**src/rtl/snake_dir_queue.sv**
```systemverilog
// Filters debounced direction presses against the newest pending heading and
// queues them, releasing at most one heading change per game-step tick.
module snake_dir_queue #(
  parameter int         DEPTH    = 4,
  parameter logic [1:0] INIT_DIR = 2'b01
) (
  input  logic                     clk,
  input  logic                     rst_n,
  input  logic                     press_up,
  input  logic                     press_right,
  input  logic                     press_down,
  input  logic                     press_left,
  input  logic                     tick,
  input  logic                     flush,
  output logic [1:0]               dir,
  output logic                     dir_chg,
  output logic                     rej,
  output logic [$clog2(DEPTH):0]   q_count,
  output logic                     overflow
);

  localparam int AW = $clog2(DEPTH);
  localparam int CW = AW + 1;
  localparam logic [CW-1:0] FULL_CNT = CW'(DEPTH);
  localparam logic [CW-1:0] ONE_CNT  = CW'(1);
  localparam logic [CW-1:0] ZERO_CNT = CW'(0);
  localparam logic [AW-1:0] ONE_PTR  = AW'(1);
  localparam logic [AW-1:0] ZERO_PTR = AW'(0);

  logic [1:0]    r_mem [DEPTH];
  logic [AW-1:0] r_wptr;
  logic [AW-1:0] r_rptr;
  logic [CW-1:0] r_count;
  logic [1:0]    r_dir;
  logic          r_dir_chg;
  logic          r_rej;
  logic          r_overflow;

  logic          w_any;
  logic [1:0]    w_cand;
  logic [1:0]    w_last;
  logic [AW-1:0] w_tail_idx;
  logic          w_pop;
  logic          w_filt_rej;
  logic          w_push;
  logic          w_ovf;

  // Candidate selection, filtering against the newest pending heading, push/pop decisions
  always_comb begin
    w_any      = press_up | press_right | press_down | press_left;
    w_cand     = 2'b00;
    w_tail_idx = r_wptr - ONE_PTR;
    if (press_up) begin
      w_cand = 2'b00;
    end else if (press_right) begin
      w_cand = 2'b01;
    end else if (press_down) begin
      w_cand = 2'b10;
    end else if (press_left) begin
      w_cand = 2'b11;
    end else begin
      w_cand = 2'b00;
    end
    if (r_count != ZERO_CNT) begin
      w_last = r_mem[w_tail_idx];
    end else begin
      w_last = r_dir;
    end
    w_pop      = tick && (r_count != ZERO_CNT);
    w_filt_rej = w_any && ((w_cand == w_last) || (w_cand == (w_last ^ 2'b10)));
    // A pop in the same cycle frees the slot, so a full queue still accepts
    w_push     = w_any && !w_filt_rej && ((r_count != FULL_CNT) || w_pop);
    w_ovf      = w_any && !w_filt_rej && (r_count == FULL_CNT) && !w_pop;
  end

  // Queue storage, pointers, heading and status registers
  always_ff @(posedge clk or negedge rst_n) begin
    if (!rst_n) begin
      for (int i = 0; i < DEPTH; i++) begin
        r_mem[i] <= 2'b00;
      end
      r_wptr     <= ZERO_PTR;
      r_rptr     <= ZERO_PTR;
      r_count    <= ZERO_CNT;
      r_dir      <= INIT_DIR;
      r_dir_chg  <= 1'b0;
      r_rej      <= 1'b0;
      r_overflow <= 1'b0;
    end else if (flush) begin
      r_wptr     <= ZERO_PTR;
      r_rptr     <= ZERO_PTR;
      r_count    <= ZERO_CNT;
      r_dir      <= INIT_DIR;
      r_dir_chg  <= 1'b0;
      r_rej      <= 1'b0;
      r_overflow <= 1'b0;
    end else begin
      if (w_pop) begin
        r_dir     <= r_mem[r_rptr];
        r_rptr    <= r_rptr + ONE_PTR;
        r_dir_chg <= 1'b1;
      end else begin
        r_dir_chg <= 1'b0;
      end
      if (w_push) begin
        r_mem[r_wptr] <= w_cand;
        r_wptr        <= r_wptr + ONE_PTR;
      end else begin
        r_wptr <= r_wptr;
      end
      if (w_ovf) begin
        r_overflow <= 1'b1;
      end else begin
        r_overflow <= r_overflow;
      end
      r_rej <= w_filt_rej;
      case ({w_push, w_pop})
        2'b10:   r_count <= r_count + ONE_CNT;
        2'b01:   r_count <= r_count - ONE_CNT;
        default: r_count <= r_count;
      endcase
    end
  end

  assign dir      = r_dir;
  assign dir_chg  = r_dir_chg;
  assign rej      = r_rej;
  assign q_count  = r_count;
  assign overflow = r_overflow;

endmodule

```
**config.mk**
```make
export PLATFORM = sky130hd
export DESIGN_NAME = snake_dir_queue
export DESIGN_NICKNAME = d
export VERILOG_FILES = /design/src/rtl/snake_dir_queue.sv
export SDC_FILE = /design/constraint.sdc
export NUM_CORES = 1
export LEC_CHECK = 0
export ABC_CLOCK_PERIOD_IN_PS = 3600
export CAP_MARGIN = 20
export CORE_ASPECT_RATIO = 1.4
export CORE_MARGIN = 8
export CORE_UTILIZATION = 53
export DETAILED_ROUTE_END_ITERATION = 8
export PLACE_DENSITY = 0.78
export RECOVER_POWER = 100
export SETUP_SLACK_MARGIN = 0.2
export SYNTH_ARGS = -nofsm -noshare
export SYNTH_HDL_FRONTEND = slang
export SYNTH_SLANG_ARGS = --single-unit
```
**constraint.sdc**
```tcl
create_clock -name clk -period 3.6 [get_ports clk]
set_input_delay 0.72 -clock clk [delete_from_list [all_inputs] [get_ports clk]]
set_output_delay 0.72 -clock clk [all_outputs]
set_load 0.05 [all_outputs]
```
Word-level counts from Yosys, hierarchy flattened
Index checks and enable logic that the tools add are counted.
{ "op_classes": {"n_mux": 27, "eq_ne": 6, "n_addsub": 5, "n_lt_le_gt_ge": 4, "n_mul": 0, "div": 0, "bitwise_logic": 8, "shifts": 0, "n_reduce_logical": 17} }
{ "op_table": {"columns": ["op", "n"], "rows": [
  ["2-bit 2-to-1 mux", 16],
  ["3-bit >= comparator, second input constant", 3],
  ["2-bit inverter with 3-bit output", 3],
  ["2-bit binary-select mux with 2-bit select", 2],
  ["8-bit bitwise mux", 1],
  ["1-bit logical AND", 7],
  ["3-bit one-hot mux with 2 select lines", 1],
  ["2-bit nonzero test", 3],
  ["3-bit nonzero test", 2],
  ["1-bit 2-to-1 mux", 5],
  ["2-bit by 1-bit adder with 2-bit output, second input constant", 2],
  ["2-bit demux with 2-bit select", 1],
  ["2-bit equality test", 2],
  ["3-bit by 1-bit adder with 3-bit output, second input constant", 1],
  ["3-bit equality test, second input constant", 1],
  ["3-bit by 1-bit less-than comparator with 1-bit output, second input constant", 1],
  ["3-bit 2-to-1 mux", 1],
  ["3-bit inequality test, second input constant", 1],
  ["1-bit OR", 3],
  ["3-bit by 1-bit subtractor with 3-bit output, second input constant", 1],
  ["2-bit by 1-bit equality test with 1-bit output, second input constant", 1],
  ["2-bit equality test, second input constant", 1],
  ["1-bit zero test", 2],
  ["1-bit logical OR", 2],
  ["other kinds (3)", 4]
]} }
{ "word_totals": {"n_memories": 0, "reg_bits": 20, "rom_bits": 0, "latch_bits": 0, "inputBits": 8, "mem_bits_rw": 0, "word_cells": 78} }

Logic depth before layout (Yosys ltp)
{ "depth": {"ltp_word": 16, "ltp_mapped": 11} }

Least setup slack after synthesis
OpenSTA, ideal clock, no wires.
{ "synth_path": {"path_kind": "reg2reg", "start": "register r_wptr[0]", "end": "register r_count[2] (netlist: q_count[2])", "slack_ns": 0.876, "stages_incl_launch_ff": 12, "period_less_slack_ns": 2.724, "arrival_ns": 2.597, "cell_sequence": "dfrtp_1 > inv_1 > ha_1 > mux4_2 > mux2i_1 > xnor2_1 > a21oi_2 > inv_1 > fa_1 > nand2b_1 > o2bb2ai_1 > mux2_1"} }
{ "synth_between": {"elab_chain_len": 16} }
{ "synth_lines": {"columns": ["item", "line", "text"], "rows": [
  ["start, declared", "31", "logic [AW-1:0] r_wptr;"],
  ["start signal, assigned", "107", "r_wptr <= r_wptr + ONE_PTR;"],
  ["start signal, assigned", "109", "r_wptr <= r_wptr;"],
  ["2-bit by 1-bit subtractor with 2-bit output *", "52", "w_tail_idx = r_wptr - ONE_PTR;"],
  ["2-bit inverter with 3-bit output (not written as such) *", "65", "w_last = r_mem[w_tail_idx];"],
  ["2-bit binary-select mux with 2-bit select *", "65", null],
  ["2-bit 2-to-1 mux (not written as such) * (2 in a row)", "65", null],
  ["2-bit 2-to-1 mux *", "64", "if (r_count != ZERO_CNT) begin"],
  ["1-bit inverter (no source line)", null, null],
  ["2-bit equality test", "70", "w_filt_rej = w_any && ((w_cand == w_last) || (w_cand == (w_last ^ 2'b10)));"],
  ["1-bit logical OR *", "70", null],
  ["1-bit logical AND *", "70", null],
  ["1-bit zero test *", "72", "w_push = w_any && !w_filt_rej && ((r_count != FULL_CNT) || w_pop);"],
  ["1-bit logical AND * (2 in a row)", "72", null],
  ["2-bit by 1-bit equality test with 1-bit output or 2-bit equality test (tied branches)", "117", "case ({w_push, w_pop})"],
  ["3-bit one-hot mux with 2 select lines", "117", null],
  ["3-bit 2-to-1 mux", "89", "end else if (flush) begin"],
  ["end signal, assigned", "118", "2'b10: r_count <= r_count + ONE_CNT;"],
  ["end signal, assigned", "119", "2'b01: r_count <= r_count - ONE_CNT;"],
  ["end signal, assigned", "120", "default: r_count <= r_count;"],
  ["end, declared", "33", "logic [CW-1:0] r_count;"]
]} }
Every way passes the cells marked *; elsewhere a longest branch is shown, timed or not. The select of a mux whose other input is x is not followed.
A chain may end at the register's enable or synchronous reset.

Worst setup path after layout
{ "layout_path": {"start": "input press_down", "end": "register r_count[2] (netlist: q_count[2])"} }
{ "layout_between": {"elab_chain_len": 12} }
{ "layout_lines": {"columns": ["item", "line", "text"], "rows": [
  ["start, declared", "11", "input logic press_down,"],
  ["2-bit 2-to-1 mux", "57", "end else if (press_down) begin"],
  ["2-bit 2-to-1 mux", "55", "end else if (press_right) begin"],
  ["2-bit 2-to-1 mux", "53", "if (press_up) begin"],
  ["2-bit equality test", "70", null],
  ["1-bit logical OR", "70", null],
  ["1-bit logical AND", "70", null],
  ["1-bit zero test", "72", null],
  ["1-bit logical AND * (2 in a row)", "72", null],
  ["2-bit by 1-bit equality test with 1-bit output or 2-bit equality test (tied branches)", "117", null],
  ["3-bit one-hot mux with 2 select lines", "117", null],
  ["3-bit 2-to-1 mux", "89", null]
]} }
Every way passes the cells marked *; elsewhere a longest branch is shown, timed or not.

==> flow_metrics.env <==
export IMPL_hold_viol_final=0
export IMPL_comb_power_share_pct=52.3
export IMPL_postCtsHoldBufs=0
export IMPL_synthXorXnorAreaFrac_pct=3.10
export IMPL_highest_layer="met4"
export IMPL_synthCells=92
export IMPL_synth_cell_types=30
export IMPL_cts_resized_gates=0
export IMPL_hold_path_class="reg -> reg"
export IMPL_yosys_area_share_simple_pct=18.4
export IMPL_setup_violations=0
export IMPL_fin_crit_ns=3.12
export IMPL_swShare_pct=40.3
export IMPL_layout_drive_gt1_share_pct=14.7
export IMPL_start_kind="input pin"
export IMPL_timing_hold_ws_ns=0.503
export IMPL_area_growth_pct=15.9
export IMPL_path_class="in -> reg"
export IMPL_synthAdderAreaFrac_pct=6.19
export IMPL_cts_inserted_buffers=3
export IMPL_slew_headroom_pct=38.2
export IMPL_tightest_slew_ns=0.924
export IMPL_rrSetupSlack_ns=0.64
export IMPL_multi_input_area_um2=557
export IMPL_fmax_mhz=320
export IMPL_start_util_pct=53.8
export IMPL_routed_wl_um=2080
export IMPL_yosysTopAreaCell="dfrtp_1"
export IMPL_slew_viol_final=0
export IMPL_clockRootBuffer="clkbuf_4"
export IMPL_grt_overflow=0
export IMPL_p_leak_uw=0.000601
export IMPL_clkLatencyLatePin_ns=0.29
export IMPL_yosysMostFrequentCell="dfrtp_1"
export IMPL_dr_total_vias=725
export IMPL_post_cts_buffers=0
export IMPL_drt_initial_drc_count=14
export IMPL_fin_crit_sh_pct=86.8
export IMPL_ys_seq_area_share_pct=44.4
export IMPL_fp_dieH_um=70.7
export IMPL_row_count=20
export IMPL_avgSynthCellArea_um2=12.3
export IMPL_die_x_um=55.0
export IMPL_max_cap_viol_count=0
export IMPL_wl_met2_um=1150
export IMPL_synth_compound_area_share_pct=5.09
export IMPL_grt_max_degree=21
export IMPL_seqPwrFrac_pct=32.3
export IMPL_ys_warn_count=0
export IMPL_fillers=177
export IMPL_grt_pass1_vias=767
export IMPL_die_area_um2=3890
export IMPL_wl_met3_um=76
export IMPL_ys_ff_latch=20
export IMPL_io_pins=16
export IMPL_yosysTopAreaCellShare_pct=42.0
export IMPL_drt_met1_wl_um=800
export IMPL_skew_ns=0.00344
export IMPL_synth_area_leaders="dfrtp_1, mux2_1, mux4_2"
export IMPL_nets=123
export IMPL_status="completed"
export IMPL_h_tree_depth=1
export IMPL_clk_pin_slew_ns=0.11
export IMPL_power_per_cell_area_nw_per_um2=884
export IMPL_rsz0062_at_grt="false"
export IMPL_critPathRequiredTime_ns=3.78
export IMPL_clockBufferDepth=2
export IMPL_tritoncts="built"
export IMPL_coreArea_um2=2100
export IMPL_avgViaCountPerCell=5.53
export IMPL_p_sw_uw=467
export IMPL_cp_arrival_ns=3.31
export IMPL_post_drt_wl_per_cell_um=15.8
export IMPL_p_int_uw=692
export IMPL_cp_end_kind="register"
export IMPL_grt_use_total_pct=12.3
export IMPL_synth_flop_cell="dfrtp_1"
export IMPL_firstDrtPassIters=4
export IMPL_muxShareOfSynthArea_pct=20.2
export IMPL_cts_sinks=20
export IMPL_synth_edff_count=0
export IMPL_place_congestion=0.783
export IMPL_syn_area_um2=1130
export IMPL_grt_pass1_wl_um=3520
export IMPL_hpwl_um=1680
export IMPL_synth_top_family_by_area="multiplexers"
export IMPL_syn_num_nets=105
export IMPL_diodes=0
export IMPL_clkPwrFrac_pct=15.4
export IMPL_portBuffers=15
export IMPL_drc_errors=0
export IMPL_synthArstFlopShare_pct=100
export IMPL_ir_worst_vdd_uv=358
export IMPL_critPathMaxFanout=5
export IMPL_antenna_found_initial=0
export IMPL_area_sequential_um2=502
export IMPL_setup_tns_ns=0
export IMPL_ys_top_cells_by_count="dfrtp_1, nor2_1, inv_1, mux2_1"
export IMPL_final_antenna_net_count=0
-- final cells by class --
type,count,area share (%)
clock buffer,3,1.72
tap,22,2.10
inverter,6,1.72
multi-input combinational,64,42.5
sequential,20,38.3
clock inverter,1,2.29
timing repair buffer,15,11.5
-- through the flow --
step | power (uW) | std cells | setup slack, ns | util, % | area (um^2)
3_3_place_gp | 1050 | 127 | 0.361 | 61.9 | 1300
6_report | 1160 | 131 | 0.476 | 62.4 | 1310
3_5_place_dp | 1060 | 127 | 0.240 | 61.9 | 1300
2_1_floorplan | 903 | 92 | 0.876 | - | 1130
5_1_grt | 1250 | 131 | 0.218 | 62.4 | 1310
4_1_cts | 1250 | 131 | 0.573 | 64.4 | 1350
-- kinds of logic (layout without fill, tap and decap cells) --
| logic type | count (synthesis) | count (layout) |
|---|---|---|
| muxes | 17 | 17 |
| buffers and inverters | 8 | 25 |
| and+or+nand+nor | 32 | 32 |
| DFF | 20 | 20 |
| AOI/OAI and AO/OA | 6 | 6 |
| xor gates and xnor gates | 4 | 4 |
| adders and majority gates | 5 | 5 |
-- registers in the layout, indices dropped and copies added (netlist names) --
name,flops
dir,2
dir_chg,1
overflow,1
q_count,3
r_mem,8
r_rptr,2
r_wptr,2
rej,1
-- cell usage in the layout (no fill, tap or decap) --
| cell | instances |
|---|---|
| mux2_2 | 3 |
| clkbuf_4 | 3 |
| mux4_2 | 3 |
| nand3_1 | 1 |
| o21ba_1 | 1 |
| nor3_4 | 1 |
| nor2_1 | 14 |
| o2bb2ai_1 | 1 |
| dfstp_2 | 1 |
| a211o_1 | 1 |
| o21ba_2 | 1 |
| nand2b_1 | 3 |
| mux2_4 | 2 |
| nor2b_1 | 2 |
| xor2_1 | 1 |
| fa_1 | 1 |
| mux2i_1 | 3 |
| or4b_2 | 1 |
| mux2_1 | 6 |
| dfrtp_1 | 19 |
| bufinv_16 | 1 |
| dlygate4sd3_1 | 12 |
| inv_1 | 6 |
| nor3_1 | 1 |
| and2_0 | 1 |
| a21oi_1 | 2 |
| xnor2_1 | 3 |
| nand2_1 | 3 |
| clkdlybuf4s50_1 | 3 |
| nor3b_1 | 5 |
| ha_1 | 4 |
-- layer usage --
metal  up-vias  GRT usage, %
met5         -             0
met4         0          6.17
met3         4          2.52
met2        13          21.1
met1       359          13.1
li1        349             -
-- worst paths after layout --
path / startpoint / endpoint / cells after the start
worst max-delay path: press_down / q_count[2] / 10
worst min-delay path: r_mem[7] / r_mem[7] / 1
worst max register to register: r_wptr[0] / q_count[2] / 11
worst min register to register: r_mem[7] / r_mem[7] / 1
max in group asynchronous: rst_n / r_mem[0] / 1
min in group asynchronous: rst_n / overflow / 1
-- critical path, cell delays in order --
cell	delay (ns)
dlygate4sd3_1	0.55
nand2b_1	0.15
a21oi_1	0.35
xnor2_1	0.19
a21oi_1	0.25
inv_1	0.08
fa_1	0.39
nand2b_1	0.16
o2bb2ai_1	0.14
mux2_1	0.33
-- power by group through the flow --
stage	Clock (uW)	Sequential, uW	Combinational, uW
3_3_place_gp	0	376	671
6_report	179	374	606
2_1_floorplan	0	469	434
3_5_place_dp	0	383	681
5_1_grt	198	386	670
4_1_cts	185	378	684
Power figures use the tool's default switching activity.
